[config.mk]
export PLATFORM = sky130hd
export DESIGN_NAME = fp_to_int_seq_flat
export DESIGN_NICKNAME = d
export VERILOG_FILES = /design/src/rtl/fp_pkg.sv /design/src/rtl/fp_to_int_seq_if.sv /design/src/rtl/fp32_unpack.sv /design/src/rtl/fp_to_int_seq.sv /design/src/flat_wrapper.sv
export SDC_FILE = /design/constraint.sdc
export NUM_CORES = 1
export LEC_CHECK = 0
export CORE_MARGIN = 2
export CORE_UTILIZATION = 50
export DETAILED_ROUTE_END_ITERATION = 16
export PLACE_DENSITY = 0.77
export SLEW_MARGIN = 20
export SYNTH_ARGS = -nofsm -noshare
export SYNTH_HDL_FRONTEND = slang
export SYNTH_HIERARCHICAL = 1
export SYNTH_SLANG_ARGS = --single-unit
[constraint.sdc]
create_clock -name clk -period 3.02 [get_ports clk]
set_clock_uncertainty 0.2 [all_clocks]
set_input_delay 0.604 -clock clk [delete_from_list [all_inputs] [get_ports clk]]
set_output_delay 0.604 -clock clk [all_outputs]
set_load 0.03 [all_outputs]
[src/rtl/fp_pkg.sv]
// Shared FP32 constants and the state type of the sequential float-to-int converter.
// Used by fp32_unpack, fp_to_int_seq and (later) the FP adder.
package fp_pkg;

  localparam int XLEN       = 32;
  localparam int FP32_BIAS  = 127;
  localparam int FP32_EXP_W = 8;
  localparam int FP32_MAN_W = 23;

  localparam logic [31:0] INT32_MAX  = 32'h7FFF_FFFF;
  localparam logic [31:0] INT32_MIN  = 32'h8000_0000;
  localparam logic [31:0] UINT32_MAX = 32'hFFFF_FFFF;

  typedef enum logic {
    ST_IDLE,
    ST_SHIFT
  } f2i_state_e;

endpackage

[src/rtl/fp_to_int_seq_if.sv]
// Start/busy/done handshake bundle of fp_to_int_seq; master = requester, slave = converter.
interface fp_to_int_seq_if;

  logic                     start;
  logic                     is_signed;
  logic [fp_pkg::XLEN-1:0]  A;
  logic                     busy;
  logic                     done;
  logic [fp_pkg::XLEN-1:0]  result;
  logic                     invalid;
  logic                     inexact;

  modport master (
    output start, is_signed, A,
    input  busy, done, result, invalid, inexact
  );

  modport slave (
    input  start, is_signed, A,
    output busy, done, result, invalid, inexact
  );

endinterface

[src/rtl/fp32_unpack.sv]
// Combinational binary32 field splitter with hidden-bit mantissa and class flags.
module fp32_unpack
  import fp_pkg::*;
(
  input  logic [31:0]           a_i,
  output logic                  sign_o,
  output logic [FP32_EXP_W-1:0] exp_o,
  output logic [FP32_MAN_W:0]   man_o,
  output logic                  is_zero_o,
  output logic                  is_denorm_o,
  output logic                  is_inf_o,
  output logic                  is_nan_o
);

  logic exp_all0;
  logic exp_all1;
  logic frac_nz;

  assign sign_o   = a_i[31];
  assign exp_o    = a_i[FP32_MAN_W +: FP32_EXP_W];
  assign frac_nz  = |a_i[FP32_MAN_W-1:0];
  assign exp_all0 = (exp_o == '0);
  assign exp_all1 = &exp_o;

  assign man_o       = {~exp_all0, a_i[FP32_MAN_W-1:0]};
  assign is_zero_o   = exp_all0 & ~frac_nz;
  assign is_denorm_o = exp_all0 &  frac_nz;
  assign is_inf_o    = exp_all1 & ~frac_nz;
  assign is_nan_o    = exp_all1 &  frac_nz;

endmodule

[src/rtl/fp_to_int_seq.sv]
// Multi-cycle binary32 -> int32/uint32 converter (round toward zero), one shift bit per cycle.
// Define FP2INT_INEXACT_EN to build the sticky/inexact logic; otherwise inexact is tied low.
module fp_to_int_seq
  import fp_pkg::*;
(
  input  logic           clk,
  input  logic           rst_n,
  fp_to_int_seq_if.slave bus
);

  logic                  sign;
  logic [FP32_EXP_W-1:0] exp_b;
  logic [FP32_MAN_W:0]   man;
  logic                  is_zero, is_denorm, is_inf, is_nan;

  fp32_unpack u_unpack (
    .a_i        (bus.A),
    .sign_o     (sign),
    .exp_o      (exp_b),
    .man_o      (man),
    .is_zero_o  (is_zero),
    .is_denorm_o(is_denorm),
    .is_inf_o   (is_inf),
    .is_nan_o   (is_nan)
  );

  logic signed [8:0] e_unb;
  logic              tiny;
  logic              exact_min;
  logic              cls_left;
  logic [4:0]        cls_n;
  logic              cls_special;
  logic              cls_inv;
  logic [31:0]       cls_res;
  logic              accept;

  assign e_unb     = $signed({1'b0, exp_b}) - 9'(FP32_BIAS);
  assign tiny      = is_zero | is_denorm | (e_unb < 9'sd0);
  assign exact_min = sign & (man == {1'b1, {FP32_MAN_W{1'b0}}});
  assign cls_left  = (e_unb >= 9'sd23);
  assign cls_n     = cls_left ? 5'(e_unb - 9'sd23) : 5'(9'sd23 - e_unb);

  // Cases that finish without shifting: NaN, saturation, and |A| < 1.
  always_comb begin
    // NOTE: every always_comb output gets a default first so no path infers a latch.
    cls_special = 1'b1;
    cls_inv     = 1'b0;
    cls_res     = '0;
    if (is_nan) begin
      cls_res = bus.is_signed ? INT32_MAX : UINT32_MAX;
      cls_inv = 1'b1;
    end else if (bus.is_signed) begin
      if (is_inf || (e_unb > 9'sd31) || ((e_unb == 9'sd31) && !exact_min)) begin
        cls_res = sign ? INT32_MIN : INT32_MAX;
        cls_inv = 1'b1;
      end else if (!tiny) begin
        cls_special = 1'b0;
      end
    end else begin
      if (sign && (e_unb >= 9'sd0)) begin
        cls_inv = 1'b1;
      end else if (is_inf || (e_unb >= 9'sd32)) begin
        cls_res = UINT32_MAX;
        cls_inv = 1'b1;
      end else if (!tiny) begin
        cls_special = 1'b0;
      end
    end
  end

  f2i_state_e  state_q;
  logic        busy_q, done_q, invalid_q, inv_pend_q, neg_q, left_q;
  logic [31:0] w_q, result_q;
  logic [4:0]  n_q;

  assign accept = (state_q == ST_IDLE) & bus.start;

  // Special cases park their final value in W with n=0, so they take the same one-cycle exit.
  always_ff @(posedge clk or negedge rst_n) begin
    if (!rst_n) begin
      state_q    <= ST_IDLE;
      busy_q     <= 1'b0;
      done_q     <= 1'b0;
      result_q   <= '0;
      invalid_q  <= 1'b0;
      inv_pend_q <= 1'b0;
      neg_q      <= 1'b0;
      left_q     <= 1'b0;
      w_q        <= '0;
      n_q        <= '0;
    end else begin
      // NOTE: state uses non-blocking assignments so every register samples pre-edge values.
      done_q <= 1'b0;
      case (state_q)
        ST_IDLE: begin
          if (bus.start) begin
            state_q    <= ST_SHIFT;
            busy_q     <= 1'b1;
            invalid_q  <= 1'b0;
            inv_pend_q <= cls_inv;
            if (cls_special) begin
              w_q    <= cls_res;
              neg_q  <= 1'b0;
              left_q <= 1'b0;
              n_q    <= '0;
            end else begin
              w_q    <= {{(32-FP32_MAN_W-1){1'b0}}, man};
              neg_q  <= sign;
              left_q <= cls_left;
              n_q    <= cls_n;
            end
          end
        end
        ST_SHIFT: begin
          if (n_q != 5'd0) begin
            w_q <= left_q ? {w_q[30:0], 1'b0} : {1'b0, w_q[31:1]};
            n_q <= n_q - 5'd1;
          end else begin
            result_q  <= neg_q ? -w_q : w_q;
            invalid_q <= inv_pend_q;
            done_q    <= 1'b1;
            busy_q    <= 1'b0;
            state_q   <= ST_IDLE;
          end
        end
        default: state_q <= ST_IDLE;
      endcase
    end
  end

  assign bus.busy    = busy_q;
  assign bus.done    = done_q;
  assign bus.result  = result_q;
  assign bus.invalid = invalid_q;

`ifdef FP2INT_INEXACT_EN
  logic sticky_q, inexact_q;

  // A nonzero tiny operand is inexact from the start; the right shift ORs in every dropped bit.
  always_ff @(posedge clk or negedge rst_n) begin
    if (!rst_n) begin
      sticky_q  <= 1'b0;
      inexact_q <= 1'b0;
    end else if (accept) begin
      sticky_q  <= tiny & ~is_zero;
      inexact_q <= 1'b0;
    end else if (state_q == ST_SHIFT) begin
      if (n_q != 5'd0) sticky_q  <= sticky_q | (~left_q & w_q[0]);
      else             inexact_q <= sticky_q;
    end
  end

  assign bus.inexact = inexact_q;
`else
  logic unused_accept;
  assign unused_accept = accept;
  assign bus.inexact   = 1'b0;
`endif

endmodule

[src/flat_wrapper.sv]
// flat-port wrapper written by rule: the top's interface ports become plain ports
module fp_to_int_seq_flat import fp_pkg::*;
  (clk, rst_n, bus_start, bus_is_signed, bus_A, bus_busy, bus_done, bus_result, bus_invalid, bus_inexact);
  fp_to_int_seq_if bus_i ();
  input  logic clk;
  input  logic rst_n;
  input wire logic [$bits(bus_i.start)-1:0] bus_start;
  input wire logic [$bits(bus_i.is_signed)-1:0] bus_is_signed;
  input wire logic [$bits(bus_i.A)-1:0] bus_A;
  output wire logic [$bits(bus_i.busy)-1:0] bus_busy;
  output wire logic [$bits(bus_i.done)-1:0] bus_done;
  output wire logic [$bits(bus_i.result)-1:0] bus_result;
  output wire logic [$bits(bus_i.invalid)-1:0] bus_invalid;
  output wire logic [$bits(bus_i.inexact)-1:0] bus_inexact;
  assign bus_i.start = bus_start;
  assign bus_i.is_signed = bus_is_signed;
  assign bus_i.A = bus_A;
  assign bus_busy = bus_i.busy;
  assign bus_done = bus_i.done;
  assign bus_result = bus_i.result;
  assign bus_invalid = bus_i.invalid;
  assign bus_inexact = bus_i.inexact;
  fp_to_int_seq u_core (.clk(clk), .rst_n(rst_n), .bus(bus_i));
endmodule
Word-level counts from Yosys, hierarchy flattened
Cells that the tools add are included.
- output and inout bits: 36
- input port bits: 36
- flip-flop bits (word level): 76
- bitwise gates (word level): 11
- mux-type cells: 42
- add/sub/neg operators: 5
- reductions and logical operators: 14
- equality and inequality tests: 5
- order comparisons: 5
- operator list (kind ; count):
    2-to-1 mux 32 bit ; 12
    one-hot mux 32 bit (2 select lines) ; 1
    negation 32 bit ; 1
    equality test 24 bit, second input constant ; 1
    OR reduction 23 bit ; 1
    2-to-1 mux 1 bit ; 21
    2-to-1 mux 5 bit ; 4
    one-hot mux 5 bit (2 select lines) ; 1
    equality test 9 x 6 -> 1 bit, second input constant ; 1
    greater-or-equal comparator 9 x 1 -> 1 bit, second input constant ; 1
    greater-or-equal comparator 9 x 6 -> 1 bit, second input constant ; 1
    greater-or-equal comparator 9 x 7 -> 1 bit, second input constant ; 1
    greater-than comparator 9 x 6 -> 1 bit, second input constant ; 1
    < comparator 9 x 1 -> 1 bit, second input constant ; 1
    subtractor 8 x 7 -> 9 bit, second input constant ; 1
    zero test 8 bit ; 1
    AND reduction 2 bit ; 4
    AND reduction 8 bit ; 1
    inequality test 2 bit, second input constant ; 3
    one-hot mux 1 bit (2 select lines) ; 3
    AND 1 bit ; 5
    nonzero test 5 bit ; 1
    subtractor 5 x 1 -> 5 bit, second input constant ; 1
    subtractor 5 bit, first input constant ; 1
    6 further kinds ; 13

Depth between registers and ports, before layout
Gate-level depths: netlist (run 1).
- depth after elaboration: 13
- mapped depth: 12
- gate-level depth less buffers: 11

By module
Netlist (run 1), hierarchy kept.
- by module, submodules not included (module ; sequential area each (µm²) ; cells an instance ; instances ; area an instance (µm²)):
    fp_to_int_seq ; 1901.8 ; 531 ; 1 ; 4603.2
    fp32_unpack ; 0.0 ; 52 ; 1 ; 375.4

Least setup slack after synthesis (run 1)
No wires, ideal clock.
- path type: in2reg
- start: input port bus_A[23]
- end: register u_core.w_q[10]
- setup time: 0.082 ns
- data arrival time: 2.774 ns
- stages on the path: 12
- required time: 2.738 ns
- path slack: -0.036 ns
- cells stage by stage: buf_4 -> ha_1 -> and2_1 -> nand2_1 -> xor2_1 -> inv_1 -> ha_1 -> a41o_1 -> o22ai_1 -> clkbuf_1 -> nand2_1 -> a31oi_1
- longest elaborated chain between the ends: 13
- RTL lines (element ; line ; RTL):
    start, declared ; flat_wrapper.sv:9 ; input wire logic [$bits(bus_i.A)-1:0] bus_A;
    branches (longest 10 deep; another with subtractor 8 x 7 -> 9 bit) ; n/a ;
    2-to-1 mux 32 bit (*) ; fp_to_int_seq.sv:101 ; if (cls_special) begin
    2-to-1 mux 32 bit (*) ; fp_to_int_seq.sv:96 ; if (bus.start) begin
    one-hot mux 32 bit (2 select lines) (*) ; fp_to_int_seq.sv:94 ; case (state_q)
    end signal, assigned ; fp_to_int_seq.sv:102 ; w_q <= cls_res;
    end signal, assigned ; fp_to_int_seq.sv:107 ; w_q <= {{(32-FP32_MAN_W-1){1'b0}}, man};
    end signal, assigned ; fp_to_int_seq.sv:116 ; w_q <= left_q ? {w_q[30:0], 1'b0} : {1'b0, w_q[31:1]};
    end, declared ; fp_to_int_seq.sv:73 ; logic [31:0] w_q, result_q;
Every way passes the cells marked *. The select of a mux whose other input is x is not followed.
A chain may end at the register's enable or synchronous reset.

Worst setup path after layout (run 1)
- start: input port bus_A[25]
- end: register u_core.w_q[1]
- RTL lines (element ; line ; RTL):
    AND reduction 8 bit (*) ; fp32_unpack.sv:23 ; assign exp_all1 = &exp_o;
    AND 1 bit (*) ; fp32_unpack.sv:28 ; assign is_inf_o = exp_all1 & ~frac_nz;
    net u_core.is_inf ; fp_to_int_seq.sv:14 ; logic is_zero, is_denorm, is_inf, is_nan;
    logical OR 1 bit, on equally long branches ; fp_to_int_seq.sv:62, fp_to_int_seq.sv:53 ;
    2-to-1 mux 32 bit, or another cell as far along ; fp_to_int_seq.sv:62 ; end else if (is_inf || (e_unb >= 9'sd32)) begin
    2-to-1 mux 32 bit, or another cell as far along ; fp_to_int_seq.sv:60 ; if (sign && (e_unb >= 9'sd0)) begin
    2-to-1 mux 32 bit or 2-to-1 mux 1 bit (tied branches) ; fp_to_int_seq.sv:52 ; end else if (bus.is_signed) begin
    2-to-1 mux 32 bit or 2-to-1 mux 1 bit (tied branches) ; fp_to_int_seq.sv:49 ; if (is_nan) begin
    2-to-1 mux 32 bit (*) ; fp_to_int_seq.sv:101 ;
    2-to-1 mux 32 bit (*) ; fp_to_int_seq.sv:96 ;
    one-hot mux 32 bit (2 select lines) (*) ; fp_to_int_seq.sv:94 ;
The timed path passes the listed nets; every way through them passes the cells marked *. The select of a mux whose other input is x is not followed.

==> reports/summary.txt, run 1 <==
Initial antenna violation count -> 0
DP Cell Count -> 805
Antenna-violating nets left -> 0
DIE WIDTH -> 104 um
DPL Wire Length -> 9000 um
Ys flop type -> dfrtp_1
Final Cell Area -> 0.00660 sq mm
CP startpoint -> bus_A[25]
FMAX -> 341 MHz
Seq cells post-synth -> 76
CTS tree -> built
Leading area contributor after synthesis -> dfrtp_1
First-pass GRT wire length -> 20800 um
Slowest stage cell, crit path -> clkdlybuf4s50_1
Startpoint types -> input port
Post-synthesis cell area -> 0.00498 sq mm
Area growth syn-to-layout -> 32.5%
Number of synthesized flops with an enable pin -> 0
Core footprint -> 0.00973 sq mm
Register-to-Register Path Depth -> 7
# diodes -> 0
Power per cell area -> 979 mW/mm^2
Switching share of power -> 43.6%
MaxCap Viol Count -> 0
Final slew viol count -> 0
Setup violators final -> 0
Initial DRT Pass Iterations -> 5
GR Util All Layers -> 23.3%
Total gr overflow -> 0
Nets -> 734
Leakage power -> 2.89 nW
Synth top area cells -> dfrtp_1 (38%), nand2_1 (7.9%), mux2_2 (6.8%)
H-tree depth -> 3
Vias in the first global route -> 4519
Vias -> 4696
Relative slew slack -> 49.6%
Die height -> 104 um
Critical path arrival -> 3.02 ns
Min-delay worst type -> in2async
Clk sink count -> 76
Post-Synthesis Cells -> 583
Synth Net Count -> 627
Crit Path Category -> in2reg
DR iter-0 viols -> 503
Cell Int Power -> 3.64 mW
Clock power frac -> 13.7%
Largest net degree at the start of global routing -> 67
FF-to-FF Start -> u_core/w_q[16]
Warnings, synthesis -> 6
Latest clock arrival within the worst-skew pair -> 0.37 ns
Post-synthesis sequential area ratio -> 38.2%
Routed wire length per instance -> 15.4 um
Rows -> 36
Syn Area/Cell -> 8.54 sq um
Worst path most repeated cell -> buf_4
CP max FO -> 16
Critical-path cell list -> clkdlybuf4s50_1 -> nand4_1 -> or2_2 -> nor3_2 -> buf_4 -> a311oi_1 -> a31oi_1 -> buf_4 -> a21oi_1 -> o21ai_1 -> o21ba_4 -> buf_12 -> a32oi_1
Via/cell ratio -> 5.68
Cts bufs inserted -> 9
Period utilization -> 97.1%
Library cells used by synthesis -> 59
Register share of total power -> 31.9%
Root Driver -> clkbuf_8
Total power -> 6.46 mW
DP Area -> 0.00612 sq mm
Sw power -> 2.81 mW
RR Endpoint -> u_core/bus.result[30]
Fin crit period -> 2.93 ns
Starting Density -> 51.2%
Combinational Power Share -> 54.4%
Worst Path Required -> 3.10 ns
Clk slew on worst S/H paths -> 0.08 ns
Final WL -> 12700 um
Most frequent cell after synthesis -> nand2_1
Synth cell count leaders -> nand2_1 (105), dfrtp_1 (76), o21ai_0 (51)
Max IR drop VDD -> 0.394 mV
CTS Buffer Depth -> 2
Crit path to -> u_core/w_q[1]
Post-layout util -> 67.8%
Slowest cell delay on critical path -> 0.50 ns
IO Pins -> 72
Share of post-route cells with drive strength above 1 -> 24.6%
Dpl ws -> -0.457 ns
Status -> complete, no violations
Worst Tran Pin Value -> 0.756 ns
Hold_buf cts -> 0
Hold Vio Cnt, Final -> 0
R2R setup slack -> 0.10 ns
DRC violations left -> 0
Post-synth ARST share -> 100%
RSZ-0062 raised after global routing -> yes
Critical Path Sink Type -> flip-flop
Gpl congestion -> 0.854
IO Port Bufs -> 70
Final Non-Filler Cells -> 827
Die Area -> 0.0108 sq mm
Setup slack after layout -> 0.0874 ns
Share of the synthesized area in the top cell type -> 38.2%
## cell families after synthesis
kind of cell	after synthesis	share of synthesized area [%]
compound gates	138	17.2
fa+ha+maj	8	2.01
mux	33	7.39
buf+inv	78	8.42
other cells	1	0.0753
simple gates	212	20.2
xor+xnor	37	6.51
flops	76	38.2
## metrics by stage
stage / hold slack, ns / setup TNS, ns
2_1_floorplan: 0.108 / -0.725
3_3_place_gp: 0.263 / -12.23
3_5_place_dp: 0.269 / -14.24
4_1_cts: 0.135 / -0.0462
5_1_grt: 0.167 / -0.140
6_report: 0.0984 / 0
## state kept, by name (all words and copies together), names as in the netlist
name                flops
u_core/bus.done         1
u_core/bus.result      32
u_core/state_q          1
u_core/bus.busy         1
u_core/neg_q            1
u_core/w_q             32
u_core/n_q              5
u_core/bus.invalid      1
u_core/inv_pend_q       1
u_core/left_q           1
## worst min path at each step
stage	start	end	slack (ns)	cells after the start
after floorplan	rst_n	u_core/bus.busy	0.11	0
after global placement	u_core/bus.result[16]	u_core/bus.result[16]	0.26	2
after detailed placement	u_core/bus.result[0]	u_core/bus.result[0]	0.27	2
after CTS	rst_n	u_core/w_q[5]	0.14	1
after global routing	rst_n	u_core/bus.result[1]	0.17	1
final	rst_n	u_core/w_q[6]	0.1	1
## cells in the final DEF (no fill, tap or decap), types with 3 or more instances in the layout
master | Yosys | final
nand2_1 | 105 | 102
buf_4 | 33 | 84
dfrtp_1 | 76 | 76
clkdlybuf4s50_1 | 0 | 59
o21ai_0 | 51 | 44
nor2_1 | 40 | 40
mux2_2 | 30 | 30
xor2_1 | 29 | 28
a31oi_1 | 27 | 26
a21oi_1 | 20 | 19
inv_1 | 13 | 13
clkbuf_8 | 0 | 11
dlymetal6s2s_1 | 0 | 10
o21ai_1 | 3 | 8
nor3_1 | 10 | 8
or3_1 | 7 | 7
nor4_1 | 10 | 7
nand2b_1 | 7 | 7
xnor2_1 | 8 | 7
o31ai_1 | 8 | 7
ha_1 | 8 | 7
nor4_2 | 4 | 5
nand4_1 | 5 | 5
o31ai_2 | 3 | 4
o41ai_1 | 4 | 4
buf_6 | 0 | 3
nand2_2 | 0 | 3
or4_1 | 3 | 3
nor2b_1 | 3 | 3
nand3_1 | 4 | 3
mux2i_1 | 3 | 3
## timing repair
| action | CTS | global route |
|---|---|---|
| cloned | 0 | 3 |
| setup buffers | 0 | 4 |
| setup endpoints to repair | 30 | 46 |
| gates resized for setup | 3 | 46 |
| pin swaps | 0 | 13 |
## layout make-up
class,count,area (sq um)
clock buffers,11,151
inverters,14,52.6
fillers,756,3130
multi-input cells,429,2800
clock inverters,4,72.6
repair buffers,160,1450
well taps,133,166
flip-flops and latches,76,1900
## worst max-delay path: cells and delay by family
family | cells | cell delay [ns]
AOI/OAI and AO/OA | 6 | 0.85
buffers and inverters | 4 | 0.95
and+or+nand+nor | 3 | 0.60
## power by group through the flow
stage / combinational (mW) / sequential (mW) / clock, mW
after floorplan: 1.93 / 2.34 / 0
after global placement: 3.24 / 2.01 / 0
after detailed placement: 3.36 / 2.05 / 0
after CTS: 3.38 / 2.03 / 0.889
after global routing: 3.84 / 2.14 / 0.931
final: 3.51 / 2.06 / 0.887
## per-layer routing
| metal | track usage [%] | share of wire, % | vias up |
|---|---|---|---|
| li1 | - | - | 2236 |
| met4 | 9.65 | 2.5 | 0 |
| met5 | 0 | 0 | - |
| met1 | 31.1 | 43 | 2222 |
| met2 | 38.2 | 48 | 203 |
| met3 | 3.52 | 5.9 | 35 |
Note: power is estimated with default switching activity, not from simulation.
==> run 2, diff against run 1 <==
--- a/config.mk
+++ b/config.mk
@@ -9,6 +9,7 @@
 export CORE_UTILIZATION = 50
 export DETAILED_ROUTE_END_ITERATION = 16
 export PLACE_DENSITY = 0.77
+export SETUP_SLACK_MARGIN = 0.5
 export SLEW_MARGIN = 20
 export SYNTH_ARGS = -nofsm -noshare
 export SYNTH_HDL_FRONTEND = slang
==> run 2 against run 1 <==
  * Maximum frequency increased by 3.1%
  * Global-route usage increased by 1.0 points
  * Critical path type is now reg2reg
  * Wire length increased by 16%
  * Design area increased by 9.7%
  * Flip-flop and latch count unchanged
  * Largest power group unchanged
  * Critical path depth decreased by 6
  * Sequential share of layout area decreased by 2.5 points
  * First-iteration DRC count decreased by 17%
  * Combinational power increased by 22%
  * Worst setup slack improved by 0.088 ns
  * Register-to-register slack improved by 0.08 ns
==> reports/summary.txt, run 2 (synthesized netlist as in run 1, its figures left out) <==
Clk slew on worst S/H paths -> 0.08 ns (about the same)
Relative slew slack -> 32.8% (was 49.6%)
Commonest non-fill, non-tap cell in the layout -> nand2_1 (unchanged)
Final hold slack -> 0.278 ns (was 0.0984 ns)
Startpoint types -> flip-flop (was input port)
Cts bufs inserted -> 9 (unchanged)
Register-to-Register Path Depth -> 7 (unchanged)
MaxCap Viol Count -> 0 (unchanged)
Core footprint -> 0.00973 sq mm (unchanged)
Hold Vio Cnt, Final -> 0 (unchanged)
Crit Path Category -> reg2reg (was in2reg)
IO Pins -> 72 (unchanged)
Share of post-route cells with drive strength above 1 -> 37.2% (was 24.6%)
Routed wire length per instance -> 17.6 um (was 15.4 um)
DRC violations left -> 0 (unchanged)
Gpl congestion -> 0.847 (was 0.854)
Antenna-violating nets left -> 0 (unchanged)
CP max FO -> 3 (was 16)
IO Port Bufs -> 70 (unchanged)
Final WL -> 14800 um (was 12700 um)
GR Util All Layers -> 24.3% (was 23.3%)
Min-delay worst type -> reg2reg (was in2async)
CTS tree -> built (unchanged)
Fillcell total -> 683 (was 756)
Rows -> 36 (unchanged)
Largest net degree at the start of global routing -> 67 (unchanged)
Vias in the first global route -> 4499 (was 4519)
Starting Density -> 51.2% (unchanged)
Nets -> 748 (was 734)
RSZ-0062 raised after global routing -> yes (unchanged)
Worst Tran Pin Value -> 1.01 ns (was 0.756 ns)
Final slew viol count -> 0 (unchanged)
Period utilization -> 94.2% (was 97.1%)
Vias -> 4920 (was 4696)
Total gr overflow -> 0 (unchanged)
DPL Wire Length -> 9110 um (was 9000 um)
Initial antenna violation count -> 0 (unchanged)
Max IR drop VDD -> 0.388 mV (was 0.394 mV)
Leakage power -> 3.03 nW (was 2.89 nW)
Status -> complete, no violations (unchanged)
Min-Delay Path Depth -> 2
FMAX -> 352 MHz (was 341 MHz)
Die height -> 104 um (unchanged)
Area growth syn-to-layout -> 45.3% (was 32.5%)
Latest clock arrival within the worst-skew pair -> 0.36 ns (was 0.37 ns)
DR iter-0 viols -> 417 (was 503)
Fin crit period -> 2.84 ns (was 2.93 ns)
Critical path arrival -> 2.87 ns (was 3.02 ns)
Critical Path Sink Type -> flip-flop (unchanged)
Most frequent cells in the layout -> nand2_1 (97), buf_4 (85), dfrtp_1 (74), o21ai_0 (41) (was nand2_1 (102), buf_4 (84), dfrtp_1 (76), clkdlybuf4s50_1 (59), o21ai_0 (44))
Worst Path Required -> 3.04 ns (was 3.10 ns)
CTS Buffer Depth -> 2 (unchanged)
DP Area -> 0.00629 sq mm (was 0.00612 sq mm)
# diodes -> 0 (unchanged)
Power per cell area -> 1020 mW/mm^2 (was 979 mW/mm^2)
Initial DRT Pass Iterations -> 5 (unchanged)
Setup violators final -> 0 (unchanged)
Die Area -> 0.0108 sq mm (unchanged)
DIE WIDTH -> 104 um (unchanged)
Root Driver -> clkbuf_8 (unchanged)
Via/cell ratio -> 5.84 (was 5.68)
Clk sink count -> 76 (unchanged)
First-pass GRT wire length -> 21300 um (was 20800 um)
H-tree depth -> 3 (unchanged)
Final Cell Area -> 0.00724 sq mm (was 0.00660 sq mm)
## run 2: cell types whose count changed in the layout (fill, tap and decap cells not counted), moves of 10 or more
| cell | delta |
|---|---|
| dlymetal6s2s_1 | -10 |
| a31oi_4 | +12 |
| clkdlybuf4s50_1 | -21 |
| a31oi_1 | -13 |
| buf_2 | +11 |
| buf_6 | +10 |
## run 2: critical path, stage by stage (launching register included)
cell and delay [ns]:
dfrtp_1 0.40, or3_4 0.38, or4_4 0.42, or4_4 0.45, or3_4 0.40, o31ai_4 0.19, xor2_1 0.18, o21ai_1 0.08
## run 2: worst paths after layout
check                                       from                    end  slack (ns)
max                               u_core/w_q[16]  u_core/bus.result[28]        0.18
min                        u_core/bus.result[13]  u_core/bus.result[13]        0.28
max reg2reg                       u_core/w_q[16]  u_core/bus.result[28]        0.18
min reg2reg                u_core/bus.result[13]  u_core/bus.result[13]        0.28
max in group asynchronous                  rst_n  u_core/bus.result[15]        1.51
min in group asynchronous                  rst_n        u_core/bus.busy        0.46
## run 2: what timing repair did
action | 4_1_cts | 5_1_grt
buffers inserted | 17 | 6
hold buffers | 1 | 0
endpoints found under the hold margin | 12 | 0
setup endpoints to repair | 52 | 55
pin swaps | 47 | 35
gates cloned | 2 | 0
gates resized for setup | 132 | 77
## run 2: metrics by stage
stage | TNS, ns | std cells | setup slack [ns] | power [mW] | utilization, %
6_report | 0 | 842 | 0.175 | 7.37 | 74.4
5_1_grt | 0 | 842 | 0.130 | 7.77 | 74.4
4_1_cts | 0 | 836 | 0.195 | 6.72 | 70.3
3_5_place_dp | -10.95 | 800 | -0.315 | 5.60 | 64.6
3_3_place_gp | -7.95 | 800 | -0.221 | 5.43 | 64.6
2_1_floorplan | 0 | 583 | 0.191 | 4.44 | -
## run 2: layout make-up
type                    count  area, sq um  share of cell area, %
well taps                 133          166                   2.30
inverters                  14         52.6                  0.726
clock inverters             4         95.1                   1.31
flip-flops and latches     76         1900                   26.3
repair buffers            174         1560                   21.5
multi-input cells         429         3300                   45.7
clock buffers              12          155                   2.14
## run 2: routing by layer
layer / vias up / share of wire [%] / GRT usage (%)
met3: 44 / 6.2 / 3.02
met1: 2375 / 40 / 31.4
met2: 240 / 51 / 41.2
met5: - / 0 / 0
met4: 0 / 3.1 / 10.7
li1: 2261 / - / -
## run 2: where the power goes
part	switching, mW	internal (mW)	leakage [nW]
registers	0.591	1.54	0.929
logic	2.29	1.99	1.97
clock network	0.366	0.593	0.127
==> run 3, diff against run 2 <==
--- a/config.mk
+++ b/config.mk
@@ -5,11 +5,12 @@
 export SDC_FILE = /design/constraint.sdc
 export NUM_CORES = 1
 export LEC_CHECK = 0
+export CORE_ASPECT_RATIO = 1.75
 export CORE_MARGIN = 2
 export CORE_UTILIZATION = 50
 export DETAILED_ROUTE_END_ITERATION = 16
 export PLACE_DENSITY = 0.77
-export SETUP_SLACK_MARGIN = 0.5
+export SETUP_SLACK_MARGIN = 0.05
 export SLEW_MARGIN = 20
 export SYNTH_ARGS = -nofsm -noshare
 export SYNTH_HDL_FRONTEND = slang
==> run 3 against run 2 <==
  * The run now ends with negative setup slack left
  * Critical path depth up 5
  * Largest cell class unchanged
  * First-iteration DRC count down 27%
  * Wire length down 3.5%
  * Maximum frequency down 5.8%
  * Clock power up 14%
==> reports/summary.txt, run 3 (synthesized netlist as in run 1, its figures left out) <==
Cts bufs inserted -> 9 (unchanged)
DR iter-0 viols -> 304 (was 417)
Buf/Inv on CP -> 4 (was 0)
IO Pins -> 72 (unchanged)
Slowest cell delay on critical path -> 0.38 ns (was 0.45 ns)
Latest clock arrival within the worst-skew pair -> 0.33 ns (was 0.36 ns)
Clk slew on worst S/H paths -> 0.06 ns (was 0.08 ns)
Status -> complete, but fails checks (was complete, no violations)
Vias in the first global route -> 4734 (was 4499)
Period utilization -> 100% (was 94.2%)
Critical-path cell list -> dlygate4sd2_1 -> nor4_2 -> and4_4 -> a21oi_2 -> nor4b_4 -> buf_4 -> o2111ai_4 -> o22ai_4 -> buf_6 -> buf_16 -> nand2_1 -> a32oi_1 (was or3_4 -> or4_4 -> or4_4 -> or3_4 -> o31ai_4 -> xor2_1 -> o21ai_1)
Failing checks -> negative setup slack
Setup violators final -> 1 (was 0)
GR Util All Layers -> 26.3% (was 24.3%)
Commonest non-fill, non-tap cell in the layout -> nand2_1 (unchanged)
DIE WIDTH -> 79.4 um (was 104 um)
Startpoint types -> input port (was flip-flop)
Critical path arrival -> 3.06 ns (was 2.87 ns)
Fin crit period -> 3.02 ns (was 2.84 ns)
Total power -> 6.65 mW (was 7.37 mW)
Final hold slack -> 0.127 ns (was 0.278 ns)
First-pass GRT wire length -> 22300 um (was 21300 um)
Initial antenna violation count -> 0 (unchanged)
Worst Tran Pin Value -> 1.12 ns (was 1.01 ns)
Vias -> 4848 (was 4920)
Clk sink count -> 76 (unchanged)
Hold Vio Cnt, Final -> 0 (unchanged)
Initial DRT Pass Iterations -> 5 (unchanged)
Leakage power -> 3.03 nW (about the same)
CP max FO -> 6 (was 3)
Via/cell ratio -> 5.96 (was 5.84)
Power per cell area -> 976 mW/mm^2 (was 1020 mW/mm^2)
IO Port Bufs -> 70 (unchanged)
Antenna-violating nets left -> 0 (unchanged)
Area growth syn-to-layout -> 36.8% (was 45.3%)
RSZ-0062 raised after global routing -> yes (unchanged)
FMAX -> 331 MHz (was 352 MHz)
Starting Density -> 50.9% (was 51.2%)
Core footprint -> 0.00979 sq mm (was 0.00973 sq mm)
Min-delay worst type -> in2async (was reg2reg)
MaxCap Viol Count -> 0 (unchanged)
Crit Path Category -> in2reg (was reg2reg)
Slowest stage cell, crit path -> nor4_2 (was or4_4)
Setup slack after layout -> -0.000771 ns (was 0.175 ns)
H-tree depth -> 3 (unchanged)
Most frequent cells in the layout -> nand2_1 (103), buf_4 (77), dfrtp_1 (76), o21ai_0 (49), nor2_1 (40) (was nand2_1 (97), buf_4 (85), dfrtp_1 (74), o21ai_0 (41))
Worst path top cell family by delay -> simple AND/OR/NAND/NOR gates (unchanged)
Nets -> 729 (was 748)
Critical Path Sink Type -> flip-flop (unchanged)
Largest net degree at the start of global routing -> 67 (unchanged)
Gpl congestion -> 0.876 (was 0.847)
Root Driver -> clkbuf_16 (was clkbuf_8)
# diodes -> 0 (unchanged)
DPL Wire Length -> 9710 um (was 9110 um)
CTS Buffer Depth -> 2 (unchanged)
Final slew viol count -> 0 (unchanged)
Die height -> 136 um (was 104 um)
Worst Path Required -> 3.06 ns (was 3.04 ns)
Die Area -> 0.0108 sq mm (about the same)
Total gr overflow -> 0 (unchanged)
Relative slew slack -> 25.2% (was 32.8%)
Share of post-route cells with drive strength above 1 -> 25.4% (was 37.2%)
Final WL -> 14300 um (was 14800 um)
DRC violations left -> 0 (unchanged)
CTS tree -> built (unchanged)
Routed wire length per instance -> 17.5 um (was 17.6 um)
Rows -> 48 (was 36)
Max IR drop VDD -> 0.433 mV (was 0.388 mV)
run 3: changes by cell type in the layout (fill, tap and decap cells not counted), sizes merged:
cell	previous run	this run
buf	120	86
dlymetal6s2s	0	21
clkdlybuf4s15	6	1
dlygate4sd2	4	9
clkbuf	17	14
bufinv	3	1
clkinv	2	1
dlygate4sd3	1	0
run 3: per-layer routing:
| metal | vias to the layer above | part of all wire (%) | global-route usage (%) |
|---|---|---|---|
| met1 | 2312 | 35 | 27.5 |
| met2 | 222 | 55 | 48.3 |
| met3 | 80 | 4.2 | 3.78 |
| li1 | 2234 | - | - |
| met4 | 0 | 6.0 | 15.9 |
| met5 | - | 0 | 0 |
run 3: worst paths after layout:
check                                  start               endpoint  slack (ns)  cells after the start
min reg2reg                u_core/inv_pend_q     u_core/bus.invalid        0.27                      2
max in group asynchronous              rst_n        u_core/bus.done        1.81                      2
min in group clk           u_core/inv_pend_q     u_core/bus.invalid        0.27                      2
min                                    rst_n   u_core/bus.result[1]        0.13                      1
max reg2reg                   u_core/w_q[16]  u_core/bus.result[26]        0.06                      7
max                                bus_A[22]          u_core/w_q[1]     -0.0008                     12
run 3: final cells by class:
type | count | area [sq um]
Fill cell | 701 | 2980
Sequential cell | 76 | 1900
Tap cell | 125 | 156
Timing Repair Buffer | 155 | 1460
Multi-Input combinational cell | 429 | 2930
Clock inverter | 1 | 30.0
Inverter | 14 | 52.6
Clock buffer | 14 | 274
run 3: power breakdown:
part	leakage, nW	switching (mW)	internal (mW)	total, mW
sequential	0.931	0.583	1.54	2.12
clock	0.149	0.384	0.703	1.09
combinational	1.95	1.87	1.57	3.44
total	3.03	2.84	3.81	6.65
run 3: stage by stage:
stage               instance area (sq um)    TNS, ns  setup WS, ns  cells  utilization, %
global placement                     6090      -8.19        -0.272    791            62.2
CTS                                  6550          0        0.0570    810            66.9
global route                         6810     -0.290       -0.0338    814            69.6
detailed placement                   6090     -12.77        -0.413    791            62.2
finish                               6810  -0.000771     -0.000771    814            69.6
floorplan                            4990          0        0.0525    583               -
run 3: worst register-to-register path: stages, from the launching register on:
cell and delay [ns]:
dfrtp_1 0.38, or3_4 0.39, or4_4 0.44, or4_4 0.47, or3_4 0.46, o31ai_4 0.24, xor2_1 0.18, o21ai_1 0.08
run 3: what timing repair did:
action                     CTS  global route
gates resized for setup     30            55
cloned                       2             0
pin swaps                    9            24
setup endpoints to repair   31            46
hold buffers                 0             0
buffers inserted             2             4
